**src/rtl/parking_pkg.sv**
```systemverilog
// Shared types and default sizing for the parking-spot scan core.
package parking_pkg;

    localparam int P_NUM_SPOTS  = 64;
    localparam int P_ADDR_W     = 6;
    localparam int P_DATA_W     = 8;
    localparam int P_OCC_THRESH = 128;

    typedef enum logic [1:0] {
        S_IDLE,
        S_READ,
        S_DRAIN,
        S_DONE
    } scan_state_t;

endpackage

```
**src/rtl/spot_scan_core_accum.sv**
```systemverilog
// Threshold compare, saturating free counter and first-free capture.
module spot_accum
    import parking_pkg::*;
#(
    parameter int NUM_SPOTS  = P_NUM_SPOTS,
    parameter int ADDR_W     = P_ADDR_W,
    parameter int DATA_W     = P_DATA_W,
    parameter int OCC_THRESH = P_OCC_THRESH
) (
    input  logic              i_clk,
    input  logic              i_rst,
    input  logic              i_clr,
    input  logic              i_en,
    input  logic [DATA_W-1:0] i_sample,
    input  logic [ADDR_W-1:0] i_idx,
    output logic [ADDR_W:0]   o_cnt,
    output logic [ADDR_W-1:0] o_first,
    output logic              o_first_vld,
    output logic [ADDR_W:0]   o_cnt_nxt,
    output logic [ADDR_W-1:0] o_first_nxt,
    output logic              o_first_vld_nxt
);

    localparam logic [DATA_W:0] THR  = (DATA_W+1)'(OCC_THRESH);
    localparam logic [ADDR_W:0] MAXC = (ADDR_W+1)'(NUM_SPOTS);

    logic [ADDR_W:0]   r_cnt;
    logic [ADDR_W-1:0] r_first;
    logic              r_first_vld;
    logic              w_free;
    logic [ADDR_W:0]   w_cnt_nxt;
    logic [ADDR_W-1:0] w_first_nxt;
    logic              w_first_vld_nxt;

    assign w_free = ({1'b0, i_sample} < THR);

    always_comb begin
        w_cnt_nxt       = r_cnt;
        w_first_nxt     = r_first;
        w_first_vld_nxt = r_first_vld;
        if (i_clr) begin
            w_cnt_nxt       = '0;
            w_first_nxt     = '0;
            w_first_vld_nxt = 1'b0;
        end else if (i_en && w_free) begin
            if (r_cnt != MAXC)
                w_cnt_nxt = r_cnt + 1'b1;
            // Only the lowest free index of a run is kept.
            if (!r_first_vld) begin
                w_first_nxt     = i_idx;
                w_first_vld_nxt = 1'b1;
            end
        end
    end

    always_ff @(posedge i_clk) begin
        if (i_rst) begin
            r_cnt       <= '0;
            r_first     <= '0;
            r_first_vld <= 1'b0;
        end else begin
            r_cnt       <= w_cnt_nxt;
            r_first     <= w_first_nxt;
            r_first_vld <= w_first_vld_nxt;
        end
    end

    assign o_cnt           = r_cnt;
    assign o_first         = r_first;
    assign o_first_vld     = r_first_vld;
    assign o_cnt_nxt       = w_cnt_nxt;
    assign o_first_nxt     = w_first_nxt;
    assign o_first_vld_nxt = w_first_vld_nxt;

endmodule

```
**src/rtl/spot_scan_core.sv**
```systemverilog
// Scans NUM_SPOTS occupancy samples and reports free count / first free spot.
module spot_scan_core
    import parking_pkg::*;
#(
    parameter int NUM_SPOTS  = P_NUM_SPOTS,
    parameter int ADDR_W     = P_ADDR_W,
    parameter int DATA_W     = P_DATA_W,
    parameter int OCC_THRESH = P_OCC_THRESH
) (
    input  logic              HCLK,
    input  logic              HRESET,
    input  logic              ap_start,
    output logic              ap_idle,
    output logic              ap_ready,
    output logic              ap_done,
    output logic              mem_rd_en,
    output logic [ADDR_W-1:0] mem_addr,
    input  logic [DATA_W-1:0] mem_rdata,
    output logic [ADDR_W:0]   free_count,
    output logic [ADDR_W-1:0] first_free,
    output logic              first_free_vld
);

    localparam logic [ADDR_W-1:0] LAST = ADDR_W'(NUM_SPOTS - 1);

    scan_state_t       r_state;
    logic              r_rd_d1;
    logic [ADDR_W-1:0] r_addr_d1;
    logic              w_clr;
    logic [ADDR_W:0]   w_cnt;
    logic [ADDR_W-1:0] w_first;
    logic              w_first_vld;
    logic [ADDR_W:0]   w_cnt_nxt;
    logic [ADDR_W-1:0] w_first_nxt;
    logic              w_first_vld_nxt;

    assign w_clr = (r_state == S_IDLE) && ap_start;

    spot_accum #(
        .NUM_SPOTS  (NUM_SPOTS),
        .ADDR_W     (ADDR_W),
        .DATA_W     (DATA_W),
        .OCC_THRESH (OCC_THRESH)
    ) u_accum (
        .i_clk           (HCLK),
        .i_rst           (HRESET),
        .i_clr           (w_clr),
        .i_en            (r_rd_d1),
        .i_sample        (mem_rdata),
        .i_idx           (r_addr_d1),
        .o_cnt           (w_cnt),
        .o_first         (w_first),
        .o_first_vld     (w_first_vld),
        .o_cnt_nxt       (w_cnt_nxt),
        .o_first_nxt     (w_first_nxt),
        .o_first_vld_nxt (w_first_vld_nxt)
    );

    always_ff @(posedge HCLK) begin
        if (HRESET) begin
            r_state        <= S_IDLE;
            r_rd_d1        <= 1'b0;
            r_addr_d1      <= '0;
            ap_idle        <= 1'b1;
            ap_ready       <= 1'b0;
            ap_done        <= 1'b0;
            mem_rd_en      <= 1'b0;
            mem_addr       <= '0;
            free_count     <= '0;
            first_free     <= '0;
            first_free_vld <= 1'b0;
        end else begin
            // Sample data returns one cycle after its read strobe.
            r_rd_d1   <= mem_rd_en;
            r_addr_d1 <= mem_addr;
            ap_ready  <= 1'b0;
            ap_done   <= 1'b0;
            unique case (r_state)
                S_IDLE: begin
                    if (ap_start) begin
                        r_state   <= S_READ;
                        ap_idle   <= 1'b0;
                        mem_rd_en <= 1'b1;
                        mem_addr  <= '0;
                    end
                end
                S_READ: begin
                    if (mem_addr == LAST) begin
                        r_state   <= S_DRAIN;
                        mem_rd_en <= 1'b0;
                    end else begin
                        mem_addr <= mem_addr + 1'b1;
                    end
                end
                S_DRAIN: begin
                    // Final sample lands on this edge, so latch next-state values.
                    r_state        <= S_DONE;
                    ap_done        <= 1'b1;
                    ap_ready       <= 1'b1;
                    free_count     <= w_cnt_nxt;
                    first_free     <= w_first_nxt;
                    first_free_vld <= w_first_vld_nxt;
                end
                S_DONE: begin
                    r_state <= S_IDLE;
                    ap_idle <= 1'b1;
                end
                default: begin
                    r_state <= S_IDLE;
                    ap_idle <= 1'b1;
                end
            endcase
        end
    end

    logic w_unused;
    assign w_unused = ^{w_cnt, w_first, w_first_vld};

endmodule
```
**config.mk**
```make
export PLATFORM = sky130hd
export DESIGN_NAME = spot_scan_core
export DESIGN_NICKNAME = d
export VERILOG_FILES = /design/src/rtl/parking_pkg.sv /design/src/rtl/spot_scan_core_accum.sv /design/src/rtl/spot_scan_core.sv
export SDC_FILE = /design/constraint.sdc
export NUM_CORES = 1
export LEC_CHECK = 0
export CORE_UTILIZATION = 38
export DETAILED_ROUTE_END_ITERATION = 8
export DONT_BUFFER_PORTS = 1
export PLACE_DENSITY = 0.51
export SETUP_SLACK_MARGIN = 0.3
export SLEW_MARGIN = 20
export SYNTH_ARGS = -nofsm -noshare
export SYNTH_HDL_FRONTEND = slang
export SYNTH_SLANG_ARGS = --single-unit
```
**constraint.sdc**
```tcl
create_clock -name HCLK -period 1.6 [get_ports HCLK]
set_input_delay 0.32 -clock HCLK [delete_from_list [all_inputs] [get_ports HCLK]]
set_output_delay 0.32 -clock HCLK [all_outputs]
set_load 0.02 [all_outputs]
```
==> results.py <==
metrics = {
    "critical_path": {
        "cp-end-kind": "flip-flop",
        "start_kind": "flip-flop",
        "worstSetupPathType": "reg2reg",
        "crit_slowest_cell": "or4b_4",
        "crit_fanout": 4,
        "worstPathRequired_ps": 1810,
        "r2r_slack_ps": 100,
        "worstPathArrival_ps": 1710,
        "slowest_delay_ps": 490,
        "path_cells": "ha_4, nand3_2, o21a_1, or4b_4, o31ai_2",
    },
    "sta": {
        "post-route-min-period_ps": 1500,
        "setup_viol": 0,
        "rsz0062_at_grt": "yes",
        "hold_violations": 0,
        "fmax_mhz": 669,
        "worstMarginPinSlew_ps": 391,
        "drv_slew": 0,
        "finClkSkew_ps": 10.7,
        "tns_ps": 0,
        "finalCritPeriodShare_pct": 93.5,
        "postLayoutSetupSlackWorst_ps": 105,
        "slew_headroom_pct": 73.9,
    },
    "power": {
        "p_sw_mw": 1.02,
        "sequentialPowerShare_pct": 45.4,
        "clockPowerShare_pct": 23.6,
        "leakage_nw": 0.892,
        "powerDensity_mw_per_mm2": 1200,
        "ir_worst_vdd_v": 0.000881,
        "sw_frac_of_total_pct": 34.0,
        "p_int_mw": 1.98,
        "combPwrFrac_pct": 31.0,
    },
    "clock_network": {
        "cts_buffers": 5,
        "cts_root_buf": "clkbuf_8",
        "clk_pin_slew_worst_paths_ps": 90,
        "clk_latency_ps": 300,
        "cts_sinks": 46,
        "cts_tree": "built",
        "cts_buffer_depth": 2,
        "htreeDepth": 2,
    },
    "routing": {
        "drc": 0,
        "vias": 1425,
        "routedWlPerCell_microns": 13.9,
        "viasPerCell": 4.95,
        "drt_iter0_markers": 42,
        "first_pass_iters": 4,
        "routed_wl_mm": 4.01,
        "ant_nets": 0,
    },
    "yosys": {
        "synth_cells": 199,
        "netlist_area_sq_mm": 0.00189,
        "synth_nets": 218,
        "yosys_warnings": 0,
        "synth_top_area_share_pct": 48.8,
        "yosys-top-cells-area": "dfxtp_1, nor2b_1, nor2_1",
        "ys_seq_area_share_pct": 48.8,
        "avgSynthCellArea_sq_um": 9.48,
        "yosysUniqueCellTypes": 39,
        "ys_ff_latch": 46,
        "synth_top_cell_by_area": "dfxtp_1",
    },
    "worst_hold_path": {
        "hold_path_class": "in2reg",
    },
    "place": {
        "port_buffers": 0,
        "pre_cts_ws_ps": 103,
        "dp_hpwl_mm": 2.72,
        "gp_congestion": 0.848,
    },
    "floorplan": {
        "die_area_sq_mm": 0.00525,
        "start_util_pct": 39.7,
        "fp.dieH_microns": 72.5,
        "io_pins": 35,
        "fp.dieW_microns": 72.5,
        "core_area_sq_mm": 0.00475,
        "rows": 25,
    },
    "grt": {
        "grt_pass1_wl_mm": 6.61,
        "antenna_found_initial": 0,
        "overflow": 0,
        "grt_pass1_vias": 1401,
        "grt.total_usage_pct": 16.4,
        "grt_max_degree": 29,
    },
    "layout": {
        "nets": 239,
        "fillers": 432,
        "final_util_pct": 52.5,
        "register_area_sq_um": 943,
        "antenna-diode-count": 0,
        "multi_input_area_sq_mm": 0.00116,
        "drive_gt1_share_pct": 38.9,
        "syn_to_final_growth_pct": 32.4,
    },
    "outcome": {
        "status": "finished, final reports clean",
    },
    "job": {
        "drv_cap": 0,
    },
}
[worst max-delay path, delay by kind of cell (launching register included)]
kind | cells | cell delay (ps)
AND/OR/NAND/NOR | 2 | 550
flip-flops | 1 | 420
AO/OA/AOI/OAI | 2 | 290
adder cells (fa/ha/maj) | 1 | 160
[cells in the mapped netlist]
cell type and n:
o211a_1 1, nor2_1 29, nand3_1 2, xor2_1 5, nand2b_1 3, nor3_1 5, or4_1 1, or2_2 1
nand2_1 10, a21oi_1 6, o21ai_0 8, ha_1 8, xnor2_1 2, a211oi_1 2, o32ai_1 2, a22o_1 1
o211ai_1 2, and4b_1 1, buf_4 1, mux2_2 6, a211oi_2 1, nor2b_1 21, and3_1 1, a31oi_1 1
o31ai_1 3, nor3b_2 1, dfxtp_1 46, mux2i_1 3, and4bb_2 1, a21boi_2 1, clkbuf_1 6, and2_1 2
nand4_1 4, inv_1 7, o22ai_1 1, nand2_2 1, or4b_1 1, o21a_1 1, nand3b_1 1
[power groups by stage]
stage               clock [mW]  sequential [mW]  combinational (mW)
floorplan                    0             1.36               0.548
global placement             0             1.37               0.691
detailed placement           0             1.37               0.707
CTS                      0.735             1.36               0.814
global route             0.790             1.38                1.03
finish                   0.708             1.36               0.931
[placed cells by master (no fill, tap or decap), types with 2 or more instances in the layout]
cell type  Yosys  routed
nand4_1        4       4
o21ai_1        0       6
inv_2          0       2
nor2_1        29      28
buf_4          1      16
xor2_1         5       5
nand2_1       10       8
a211oi_2       1       2
dfxtp_1       46      36
buf_6          0       4
a21oi_2        0       5
ha_1           8       2
mux2i_2        0       2
nor2b_1       21      17
nand2_2        1       2
nor3_1         5       3
nor2b_4        0       4
clkbuf_8       0       5
o31ai_1        3       2
dfxtp_2        0       6
nor3_2         0       2
o211ai_1       2       2
mux2_4         0       6
inv_1          7       3
inv_4          0       2
dfxtp_4        0       4
nand2b_1       3       2
o32ai_1        2       2
ha_4           0       6
[flip-flops by register name, summed over array words and instances, names as in the netlist]
name,count
u_accum.o_cnt,7
u_accum.o_first_vld,1
first_free,6
r_rd_d1,1
mem_rd_en,1
free_count,7
r_state,2
ap_done,1
u_accum.o_first,6
r_addr_d1,6
mem_addr,6
ap_idle,1
first_free_vld,1
[cell families (layout without fill, tap and decap cells)]
logic type	count (synthesis)	count (layout)	share of synthesized area, %
XOR/XNOR	7	7	3.25
buffers and inverters	14	36	2.98
AO/OA/AOI/OAI	30	30	10.7
multiplexers	9	9	5.17
flip-flops	46	46	48.8
adder cells (fa/ha/maj)	8	8	5.31
AND/OR/NAND/NOR	85	85	23.7
[stage by stage]
stage / cells / hold slack [ps] / cell area (sq um) / power (mW)
final: 288 / 85.7 / 2500 / 3.00
after global routing: 288 / 59.5 / 2500 / 3.20
after CTS: 282 / 65.7 / 2320 / 2.91
after detailed placement: 268 / 393 / 2110 / 2.08
after global placement: 268 / 395 / 2110 / 2.06
after floorplan: 199 / 466 / 1990 / 1.91
[final timing paths]
kind,startpoint,endpoint,cells after the start
min,HRESET,free_count[2],1
max,mem_addr[1],r_state[1],5
max reg2reg,mem_addr[1],r_state[1],5
min reg2reg,u_accum.o_first_vld,u_accum.o_first_vld,2
[layout make-up]
cell class | count | area share, %
inverters | 7 | 1.25
multi-input cells | 139 | 46.6
repair buffers | 21 | 7.41
well taps | 67 | 3.36
flip-flops and latches | 46 | 37.8
clock inverters | 3 | 0.852
clock buffers | 5 | 2.76
[per-layer routing]
| metal | up-vias | share of wire (%) | global-route usage, % |
|---|---|---|---|
| li1 | 718 | - | - |
| met1 | 675 | 45 | 19.5 |
| met2 | 26 | 49 | 27.4 |
| met3 | 6 | 5.0 | 5.83 |
| met4 | 0 | 1.0 | 5.66 |
| met5 | - | 0 | 0 |
[repair_timing]
action                                 in CTS  in global routing
pin swaps                                   4                 19
cloned                                      0                  1
hold buffers                                0                  0
setup endpoints to repair                  30                 38
endpoints found under the hold margin       0                  0
resized for setup                          19                 29
buffers inserted                            6                  5
(Power assumes the default switching activity.)
